### config.mk
export PLATFORM = sky130hd
export DESIGN_NAME = measure_capture
export DESIGN_NICKNAME = d
export VERILOG_FILES = /design/src/rtl/pulse_pkg.sv /design/src/rtl/sample_accumulator.sv /design/src/rtl/measure_capture.sv
export SDC_FILE = /design/constraint.sdc
export NUM_CORES = 1
export LEC_CHECK = 0
export CAP_MARGIN = 10
export CORE_MARGIN = 5
export CORE_UTILIZATION = 57
export CTS_CLUSTER_DIAMETER = 50
export DETAILED_ROUTE_END_ITERATION = 10
export PLACE_DENSITY = 0.81
export SLEW_MARGIN = 20
export SYNTH_ARGS = -nofsm -noshare
export SYNTH_HDL_FRONTEND = slang
export SYNTH_HIERARCHICAL = 1
export SYNTH_SLANG_ARGS = --single-unit
### constraint.sdc
create_clock -name clk_in -period 3.1 [get_ports clk_in]
set_clock_uncertainty 0.1 [all_clocks]
set_input_delay 0.62 -clock clk_in [delete_from_list [all_inputs] [get_ports clk_in]]
set_output_delay 0.62 -clock clk_in [all_outputs]
set_load 0.05 [all_outputs]
### src/rtl/pulse_pkg.sv
// Shared types and helpers for the pulse-controller family of blocks.
package pulse_pkg;

    typedef enum logic [1:0] {
        CAP_IDLE  = 2'd0,
        CAP_DELAY = 2'd1,
        CAP_ACCUM = 2'd2,
        CAP_LOAD  = 2'd3
    } cap_state_t;

    localparam int ADC_W_DEF     = 14;
    localparam int MAX_LOG2N_DEF = 8;

    function automatic logic [7:0] sat_inc8(input logic [7:0] value);
        return (value == 8'hFF) ? value : value + 8'd1;
    endfunction

endpackage

### src/rtl/sample_accumulator.sv
// Signed sample accumulator with sample counter; done flags the sample that completes 2^log2_n.
module sample_accumulator #(
    parameter int ADC_W     = 14,
    parameter int MAX_LOG2N = 8
) (
    input  logic                      clk,
    input  logic                      rst_n,
    input  logic                      clear,
    input  logic                      enable,
    input  logic [ADC_W-1:0]          sample,
    input  logic [3:0]                log2_n,
    output logic [ADC_W+MAX_LOG2N-1:0] sum,
    output logic                      done
);

    localparam int SUM_W = ADC_W + MAX_LOG2N;
    localparam int CNT_W = MAX_LOG2N + 1;

    logic [SUM_W-1:0] sum_q, sum_d;
    logic [CNT_W-1:0] cnt_q, cnt_d;
    logic [CNT_W-1:0] target;

    assign target = CNT_W'(1) << log2_n;
    assign done   = enable && (cnt_q == (target - CNT_W'(1)));
    assign sum    = sum_q;

    always_comb begin
        sum_d = sum_q;
        cnt_d = cnt_q;
        if (clear) begin
            sum_d = '0;
            cnt_d = '0;
        end else if (enable) begin
            sum_d = sum_q + {{MAX_LOG2N{sample[ADC_W-1]}}, sample};
            cnt_d = cnt_q + CNT_W'(1);
        end
    end

    always_ff @(posedge clk) begin
        if (!rst_n) begin
            sum_q <= '0;
            cnt_q <= '0;
        end else begin
            sum_q <= sum_d;
            cnt_q <= cnt_d;
        end
    end

endmodule

### src/rtl/measure_capture.sv
// Trigger-driven settle-then-average capture with valid/ready result and miss/drop counters.
// Optional CAPTURE_TIMESTAMP_EN adds a free-running cycle counter and result_ts output.
module measure_capture
    import pulse_pkg::*;
#(
    parameter int ADC_W     = ADC_W_DEF,
    parameter int DLY_W     = 16,
    parameter int MAX_LOG2N = MAX_LOG2N_DEF
) (
    input  logic             clk_in,
    input  logic             rst_n,
    input  logic             trigger,
    input  logic [ADC_W-1:0] adc_data,
    input  logic             adc_valid,
    input  logic [DLY_W-1:0] delay_cycles,
    input  logic [3:0]       log2_samples,
    output logic [ADC_W-1:0] result,
    output logic [7:0]       result_seq,
    output logic             result_valid,
    input  logic             result_ready,
    output logic             busy,
    output logic [7:0]       miss_cnt,
    output logic [7:0]       drop_cnt
`ifdef CAPTURE_TIMESTAMP_EN
    ,
    output logic [31:0]      result_ts
`endif
);

    localparam int SUM_W = ADC_W + MAX_LOG2N;
    localparam logic [3:0] MAX_K = 4'(MAX_LOG2N);

    cap_state_t       state_q, state_d;
    logic [DLY_W-1:0] dly_q, dly_d;
    logic [3:0]       k_q, k_d;
    logic [7:0]       seq_q, seq_d;
    logic [ADC_W-1:0] result_q, result_d;
    logic [7:0]       result_seq_q, result_seq_d;
    logic             result_valid_q, result_valid_d;
    logic [7:0]       miss_q, miss_d;
    logic [7:0]       drop_q, drop_d;

    logic [3:0]       k_in;
    logic             acc_clear;
    logic             acc_en;
    logic             acc_done;
    logic [SUM_W-1:0] acc_sum;
    logic [ADC_W-1:0] avg;
    logic             load_take;

    assign k_in      = (log2_samples > MAX_K) ? MAX_K : log2_samples;
    assign acc_en    = (state_q == CAP_ACCUM) && adc_valid;
    assign avg       = ADC_W'($signed(acc_sum) >>> k_q);
    assign load_take = (state_q == CAP_LOAD) && (!result_valid_q || result_ready);

    sample_accumulator #(
        .ADC_W     (ADC_W),
        .MAX_LOG2N (MAX_LOG2N)
    ) u_acc (
        .clk    (clk_in),
        .rst_n  (rst_n),
        .clear  (acc_clear),
        .enable (acc_en),
        .sample (adc_data),
        .log2_n (k_q),
        .sum    (acc_sum),
        .done   (acc_done)
    );

    always_comb begin
        state_d        = state_q;
        dly_d          = dly_q;
        k_d            = k_q;
        seq_d          = seq_q;
        result_d       = result_q;
        result_seq_d   = result_seq_q;
        result_valid_d = result_valid_q;
        miss_d         = miss_q;
        drop_d         = drop_q;
        acc_clear      = 1'b0;

        // A completed handshake frees the slot; LOAD below may refill it in the same cycle.
        if (result_valid_q && result_ready) begin
            result_valid_d = 1'b0;
        end

        if (trigger && (state_q != CAP_IDLE)) begin
            miss_d = sat_inc8(miss_q);
        end

        case (state_q)
            CAP_IDLE: begin
                if (trigger) begin
                    dly_d     = delay_cycles;
                    k_d       = k_in;
                    acc_clear = 1'b1;
                    state_d   = (delay_cycles == '0) ? CAP_ACCUM : CAP_DELAY;
                end
            end
            CAP_DELAY: begin
                dly_d = dly_q - DLY_W'(1);
                if (dly_q <= DLY_W'(1)) begin
                    state_d = CAP_ACCUM;
                end
            end
            CAP_ACCUM: begin
                if (acc_done) begin
                    state_d = CAP_LOAD;
                end
            end
            CAP_LOAD: begin
                if (load_take) begin
                    result_d       = avg;
                    result_seq_d   = seq_q;
                    result_valid_d = 1'b1;
                end else begin
                    drop_d = sat_inc8(drop_q);
                end
                seq_d   = seq_q + 8'd1;
                state_d = CAP_IDLE;
            end
            default: state_d = CAP_IDLE;
        endcase
    end

    always_ff @(posedge clk_in) begin
        if (!rst_n) begin
            state_q        <= CAP_IDLE;
            dly_q          <= '0;
            k_q            <= '0;
            seq_q          <= '0;
            result_q       <= '0;
            result_seq_q   <= '0;
            result_valid_q <= 1'b0;
            miss_q         <= '0;
            drop_q         <= '0;
        end else begin
            state_q        <= state_d;
            dly_q          <= dly_d;
            k_q            <= k_d;
            seq_q          <= seq_d;
            result_q       <= result_d;
            result_seq_q   <= result_seq_d;
            result_valid_q <= result_valid_d;
            miss_q         <= miss_d;
            drop_q         <= drop_d;
        end
    end

    assign result       = result_q;
    assign result_seq   = result_seq_q;
    assign result_valid = result_valid_q;
    assign busy         = (state_q == CAP_DELAY) || (state_q == CAP_ACCUM);
    assign miss_cnt     = miss_q;
    assign drop_cnt     = drop_q;

`ifdef CAPTURE_TIMESTAMP_EN
    logic [31:0] ts_q, ts_d;
    logic [31:0] ts_trig_q, ts_trig_d;
    logic [31:0] result_ts_q, result_ts_d;

    // The timestamp follows the accepted trigger and is published together with its result.
    always_comb begin
        ts_d        = ts_q + 32'd1;
        ts_trig_d   = ts_trig_q;
        result_ts_d = result_ts_q;
        if ((state_q == CAP_IDLE) && trigger) begin
            ts_trig_d = ts_q;
        end
        if (load_take) begin
            result_ts_d = ts_trig_q;
        end
    end

    always_ff @(posedge clk_in) begin
        if (!rst_n) begin
            ts_q        <= '0;
            ts_trig_q   <= '0;
            result_ts_q <= '0;
        end else begin
            ts_q        <= ts_d;
            ts_trig_q   <= ts_trig_d;
            result_ts_q <= result_ts_d;
        end
    end

    assign result_ts = result_ts_q;
`endif

endmodule

==> flow_summary.json <==
{
  "timing.final.crit_share_pct": 91.4,
  "holdCritStartpoint": "result_seq[2]",
  "seq_power_share_pct": 33.8,
  "p_clk_share_pct": 25.9,
  "critPathLaunchType": "flip-flop",
  "drv_slew": 0,
  "fillCellCount": 961,
  "yosys.area.top_type": "dfxtp_1",
  "synth-edff-count": 0,
  "cts_buffer_depth": 2,
  "rsz0062_at_grt": "false",
  "switching_power_mw": 1.85,
  "cts-buffers-inserted": 9,
  "cp_max_fo": 10,
  "antenna_found_initial": 0,
  "startpoint": "k_q[1]",
  "ys_dominant_reg_cell": "dfxtp_1",
  "diodes": 0,
  "max_freq_ghz": 0.353,
  "power.density_nw_per_um2": 586,
  "row_count": 40,
  "synthArstFlopShare_pct": 0,
  "synth_nets": 873,
  "dieArea_um2": 14300,
  "synth_top_cells_by_area": "dfxtp_1, ha_1, a21oi_1, mux4_2, mux2i_1",
  "routedWlPerCell_um": 17.6,
  "syn_area_um2": 6840,
  "core_area_um2": 11900,
  "fin_cells": 1015,
  "tightest_slew_ps": 884,
  "dr.pass1.iters": 5,
  "cts_htree_levels": 3,
  "hold_buffers": 0,
  "io_pins": 79,
  "required_ps": 3280,
  "postSynthAreaPerCell_um2": 8.55,
  "r2r-start": "k_q[1]",
  "die_w_um": 120,
  "final_nets": 937,
  "initial_core_util_pct": 57.4,
  "clkTransAtPathRegs_ps": 70,
  "endpoint_kind": "flip-flop",
  "area_delta_synth_final_pct": 18.0,
  "vias": 6467,
  "grt.total_usage_pct": 24.7,
  "drt_iter0_drc": 693,
  "dp_cells": 1000,
  "ant_nets": 0,
  "arrival_ps": 3010,
  "port_buffers": 78,
  "dp_hpwl_um": 13100,
  "via_per_inst": 6.37,
  "seq_area_frac_synth_pct": 29.3,
  "synth-seq-cells": 100,
  "slew_headroom_pct": 40.6,
  "outcome": "completed",
  "final_cell_mix": "dfxtp_1, clkdlybuf4s50_1, nand2_1, nor2_1, a21oi_1",
  "yosysWarnings": 6,
  "layout_setup_ws_ps": 268,
  "grt_overflow": 0,
  "dp_worst_setup_slack_ps": -29.8,
  "drive_gt1_share_pct": 10.1,
  "grt_pass1_vias": 6089,
  "fp.dieH_um": 120,
  "clock_sinks": 100,
  "synth.distinct_cells": 86,
  "cts_tree": "built",
  "criticalPathCategory": "reg2reg",
  "place.gp.congestion": 0.951,
  "total_power_mw": 4.74,
  "post-cts-setup-buffers": 0,
  "drc_errors": 0,
  "setup_viol": 0,
  "postSynthCellCount": 800,
  "grt_start_max_net_pins": 48,
  "hold_path.class": "reg2reg",
  "cellLeakagePower_nw": 2.91,
  "wl_um": 17800,
  "synth_top_area_share_pct": 29.3,
  "layout_commonest_cell": "dfxtp_1",
  "min_period_ps": 2830,
  "worstSkewPairLatency_ps": 360,
  "p_sw_share_pct": 39.0,
  "cts_root_buf": "clkbuf_16",
  "ir_drop_mv": 0.280,
  "finalHoldViolations": 0,
  "grt_pass1_wl_um": 29300,
  "comb_power_share_pct": 40.3,
  "maxCapViolations": 0,
  "intPower_mw": 2.89
}
## cell usage after synthesis (all sizes together) (4+ instances only)
| cell | instances |
|---|---|
| clkbuf | 27 |
| buf | 20 |
| o21ai | 43 |
| a31oi | 7 |
| nand4 | 16 |
| ha | 33 |
| nor2b | 15 |
| a211oi | 16 |
| nand3 | 32 |
| xnor2 | 14 |
| o221ai | 11 |
| mux2 | 10 |
| mux2i | 30 |
| nor2 | 70 |
| inv | 18 |
| nor4 | 12 |
| nand2 | 74 |
| dfxtp | 100 |
| a21oi | 65 |
| a21o | 5 |
| o31ai | 12 |
| nand3b | 5 |
| nor3b | 4 |
| o211ai | 6 |
| nor3 | 15 |
| nand2b | 11 |
| o22ai | 4 |
| or3 | 13 |
| o21a | 4 |
| or4 | 6 |
| o311ai | 4 |
| xor2 | 25 |
| and2 | 6 |
| and3 | 6 |
| mux4 | 19 |
## path summary, 6_finish.rpt
path | to | slack, ps | cells past startpoint
worst min register to register | result_seq[2] | 360 | 2
worst min-delay path | result_seq[2] | 360 | 2
worst max-delay path | state_q[0] | 270 | 13
worst max register to register | state_q[0] | 270 | 13
## logic make-up after synthesis
kind of cell	after synthesis	synth area share, %
compound gates	209	20.6
buf+inv	65	4.33
fa+ha+maj	34	6.33
simple gates	294	21.8
xor+xnor	39	4.99
flops	100	29.3
mux	59	12.7
## layout make-up
class	count	area [µm²]	area share [%]
clock buffer	9	225	2.79
inverter	18	67.6	0.837
sequential	100	2000	24.8
timing repair buffer	100	946	11.7
multi-input combinational	635	4550	56.4
tap	147	184	2.28
clock inverter	6	96.3	1.19
## metrics by stage
stage	area [µm²]	hold slack (ps)	TNS [ps]	util, %
after floorplan	6840	337	0	-
after CTS	8070	360	0	67.7
after global placement	7740	344	0	65.0
after global routing	8080	384	0	67.8
after detailed placement	7740	350	-39.5	65.0
final	8080	356	0	67.8
## repair_timing
action	4_1_cts	5_1_grt
resized for setup	1	3
setup endpoints to repair	1	2
pin swaps	0	0
## flip-flops by register name, summed over array words and instances (netlist names)
signal / cells
dly_q: 16
u_acc/sum: 22
result_seq: 8
drop_cnt: 8
result: 14
miss_cnt: 8
result_valid: 1
k_q: 4
u_acc/cnt_q: 9
seq_q: 8
state_q: 2
## power by group through the flow
stage / sequential, mW / combinational (mW) / clock, mW
final: 1.60 / 1.91 / 1.23
after global routing: 1.62 / 2.07 / 1.30
after CTS: 1.59 / 1.87 / 1.25
after detailed placement: 1.62 / 1.85 / 0
after global placement: 1.61 / 1.79 / 0
after floorplan: 1.63 / 1.36 / 0
## routing by layer
| layer | routed length (µm) | up-vias | global-route usage [%] |
|---|---|---|---|
| li1 | - | 3124 | - |
| met1 | 7770 | 3058 | 32.0 |
| met2 | 8440 | 246 | 40.5 |
| met3 | 1120 | 39 | 4.95 |
| met4 | 499 | 0 | 10.2 |
| met5 | 0 | - | 0 |
## worst max-delay path, stage by stage (launching register included)
cell	delay, ps
dfxtp_1	320
nor2_2	220
nand2_1	130
ha_2	270
nor3_1	200
a21oi_1	50
o21ai_0	220
xor2_1	110
nor4_1	310
buf_4	180
nor2b_1	60
nor2_1	160
a31o_2	230
mux2i_1	200
Power figures use the tool's default switching activity.
==> variant 1, RTL diff (same flow settings) <==
Build with the macro `CAPTURE_TIMESTAMP_EN` defined.
--- a/src/rtl/measure_capture.sv
+++ b/src/rtl/measure_capture.sv
@@ -1,4 +1,6 @@
 // Trigger-driven settle-then-average capture with valid/ready result and miss/drop counters.
 // Optional CAPTURE_TIMESTAMP_EN adds a free-running cycle counter and result_ts output.
+`define CAPTURE_TIMESTAMP_EN
+
 module measure_capture
     import pulse_pkg::*;
Function (old outputs only; new: result_ts): kept (Yosys induction, for registers that start in step).
==> variant 1 against the unedited design <==
  * Area after synthesis is 53% higher
  * Hold slack better by 0.0069 ns
  * Largest power group is now sequential cells
  * Highest routed layer unchanged
  * Cell area is 54% higher
  * Routed wire length is 42% higher
  * Setup slack worse by 0.049 ns
  * Global-route usage is 1.0 points lower
  * Power is 51% higher
  * Utilization is 1.3 points higher
  * Fmax is 1.7% lower
  * Sequential share of layout area is 6.7 points higher
  * Sequential cell count is 96 higher
==> variant 1: results (changes against the unedited design) <==
Cells and area
  – Share of cells above drive strength 1: 0.0855 (was 0.101)
  – Fin nets: 1395 (was 937)
  – Buffering overhead: 0.107 (was 0.117)
  – Layout clock area frac: 0.0507 (was 0.0398)
  – Fin area: 12400 sq um (was 8080 sq um)
  – Multi-In Gates: 951 (was 635)
  – Count of non-CTS inverters in the layout: 17 (was 18)

Critical path
  – Worst EP arrival: 3.10 ns (was 3.01 ns)
  – CP max stage cell: o311a_1 (was dfxtp_1)
  – Reg2Reg Depth: 10 (was 13)

Place
  – Hpwl dp: 17.9 mm (was 13.1 mm)
  – Dpl ws: 0.00340 ns (was -0.0298 ns)

Power and ir drop
  – Maximum VDD drop: 447 uV (was 280 uV)

Hold path
  – Hold_sp: result_ts[17] (was result_seq[2])
  – Worst hold endpoint: result_ts[17] (was result_seq[2])

GRT
  – Global-route wire length before repair: 43.1 mm (was 29.3 mm)
  – Largest net degree at the start of global routing: 52 (was 48)
  – Global Route met1 Usage: 0.317 (was 0.320)
  – Vias in the first global route: 8911 (was 6089)
  – Met3 Resource Use GR: 0.0514 (was 0.0495)

Routing
  – Routed len/inst: 16.2 microns (was 17.6 microns)
  – Vias per Instance: 5.92 (was 6.37)
  – Met3 wire len: 1.77 mm (was 1.12 mm)
  – WL met1: 11.2 mm (was 7.77 mm)

Clock tree
  – CTS resizes: 0 (was 1)
  – Worst skew pair latency: 0.43 ns (was 0.36 ns)

Synthesis
  – Syn Inst Count: 1232 (was 800)
  – Area contributors post-synth: dfxtp_1 (38%), nand2_1 (8.1%), a21boi_0 (6.3%) (was dfxtp_1 (29%), ha_1 (6.0%), a21oi_1 (4.7%))
  – Number of synthesized register bits: 196 (was 100)
  – Unique cell type count in the Yosys netlist: 78 (was 86)

Die
  – DIE WIDTH: 145 microns (was 120 microns)

Timing
  – Worst-Margin Slew: 0.781 ns (was 0.884 ns)

Status
  – Status: complete, no violations (unchanged)
==> variant 1: cell count changes in the layout (fill, tap and decap cells not counted), sizes merged, moves of 9 or more <==
cell	unedited run	this run
a21boi	1	89
a21oi	65	46
and2	6	54
clkbuf	9	18
clkdlybuf4s50	78	109
dfxtp	100	196
nand2	74	225
nand4	16	28
xnor2	14	44
==> variant 1: logic make-up after synthesis <==
group,after synthesis,share of synthesized area
adder cells (fa/ha/maj),34,0.0414
multiplexers,55,0.0691
AO/OA/AOI/OAI,282,0.190
buffers and inverters,85,0.0315
AND/OR/NAND/NOR,507,0.232
XOR/XNOR,73,0.0611
flip-flops,196,0.375
==> variant 1: power by group <==
group / switching [mW] / internal, mW / leakage, nW
Clock: 1.02 / 1.32 / 0.310
Sequential: 0.160 / 2.66 / 1.58
Combinational: 1.22 / 0.775 / 2.56
Total: 2.39 / 4.75 / 4.45
==> variant 2, RTL diff (config.mk and constraints unchanged) <==
Without the edit above. Encoding of `cap_state_t`: now Gray code (2 bits for 4 states).
--- a/src/rtl/pulse_pkg.sv
+++ b/src/rtl/pulse_pkg.sv
@@ -3,8 +3,8 @@
 
     typedef enum logic [1:0] {
-        CAP_IDLE  = 2'd0,
-        CAP_DELAY = 2'd1,
-        CAP_ACCUM = 2'd2,
-        CAP_LOAD  = 2'd3
+        CAP_IDLE  = 2'b00,
+        CAP_DELAY = 2'b01,
+        CAP_ACCUM = 2'b11,
+        CAP_LOAD  = 2'b10
     } cap_state_t;
 
Formal check against the unedited RTL: same outputs for any inputs over 4 cycles, from zero or initial values and one cycle with rst_n low; so few cycles prove little.
==> variant 2 against the unedited design <==
  * Critical path depth fell by 4
  * Register-to-register slack improved by 0.29 ns
  * Setup slack better by 0.023 ns
  * Area after synthesis shrank 5.2%
  * Routed wire length is 7.8% lower
  * Critical endpoint is now u_acc/sum[20]
  * Utilization up 0.22 points
  * Fmax up 0.81%
  * Sequential cell count stayed put
  * Cell area shrank 5.1%
Power is not compared: it rests on default switching activity, and its combinational part moved more than twofold at a synthesized area within 25%.
==> variant 2: results (changes against the unedited design) <==
Status
  – Status: complete, no violations (unchanged)

Routing
  – Met2 wire length: 8.07 mm (was 8.44 mm)
  – Detailed Route Iter0 Violations: 506 (was 693)
  – Vias per Instance: 6.26 (was 6.37)
  – Met3 wire len: 867 microns (was 1.12 mm)
  – Routed vias: 6090 (was 6467)

Timing
  – Final worst slack: 0.291 ns (was 0.268 ns)
  – Final hold slack: 0.355 ns (was 0.356 ns)
  – Worst-Margin Slew: 0.752 ns (was 0.884 ns)

Hold path
  – Worst hold endpoint: result_seq[5] (was result_seq[2])

GRT
  – Gr usage total: 0.246 (was 0.247)
  – Global-route wire length before repair: 27.4 mm (was 29.3 mm)
  – Vias in the first global route: 5817 (was 6089)
  – Met2 GRT Util: 0.416 (was 0.405)
  – Global Route met1 Usage: 0.322 (was 0.320)
  – Largest net degree at the start of global routing: 38 (was 48)
  – Met3 Resource Use GR: 0.0415 (was 0.0495)

Place
  – Dpl ws: -0.0246 ns (was -0.0298 ns)
  – Routability cong.: 0.901 (was 0.951)
  – DP Cell Count: 957 (was 1000)

Power and ir drop
  – Power, Total: 3.03 mW

Synthesis
  – Compound-Gate Fraction of Synth Area: 0.188 (was 0.206)
  – Post-synthesis sequential area ratio: 0.309 (was 0.293)
  – Unique cell type count in the Yosys netlist: 73 (was 86)

Clock tree
  – CTS resizes: 0 (was 1)

Cells and area
  – Share of cells above drive strength 1: 0.0940 (was 0.101)
  – Filler cell count: 896 (was 961)
  – Fin nets: 893 (was 937)

Critical path
  – Reg2Reg Depth: 10 (was 13)
  – Worst setup endpoint: u_acc/sum[20] (was state_q[0])
[variant 2: final cells by class]
cell class                      count  area, sq um  area share
Clock inverter                      4         35.0     0.00457
Clock buffer                       12          246      0.0322
Multi-Input combinational cell    609         4260       0.556
Sequential cell                   100         2000       0.261
Tap cell                          143          179      0.0233
Timing Repair Buffer               94          901       0.118
Inverter                           11         41.3     0.00539
[variant 2: cell families (layout without fill, tap and decap cells)]
logic type               after synthesis  count (layout)
AO/OA/AOI/OAI                        181             181
flip-flops                           100             100
adder cells (fa/ha/maj)               29              29
XOR/XNOR                              45              45
buffers and inverters                 54             121
multiplexers                          57              57
AND/OR/NAND/NOR                      297             297
[variant 2: critical path: cells and delay by family]
family | cells | cell delay, ns
AOI/OAI and AO/OA | 5 | 0.85
adders and majority gates | 1 | 0.45
buffers and inverters | 1 | 0.60
muxes | 1 | 0.30
and+or+nand+nor | 1 | 0.15
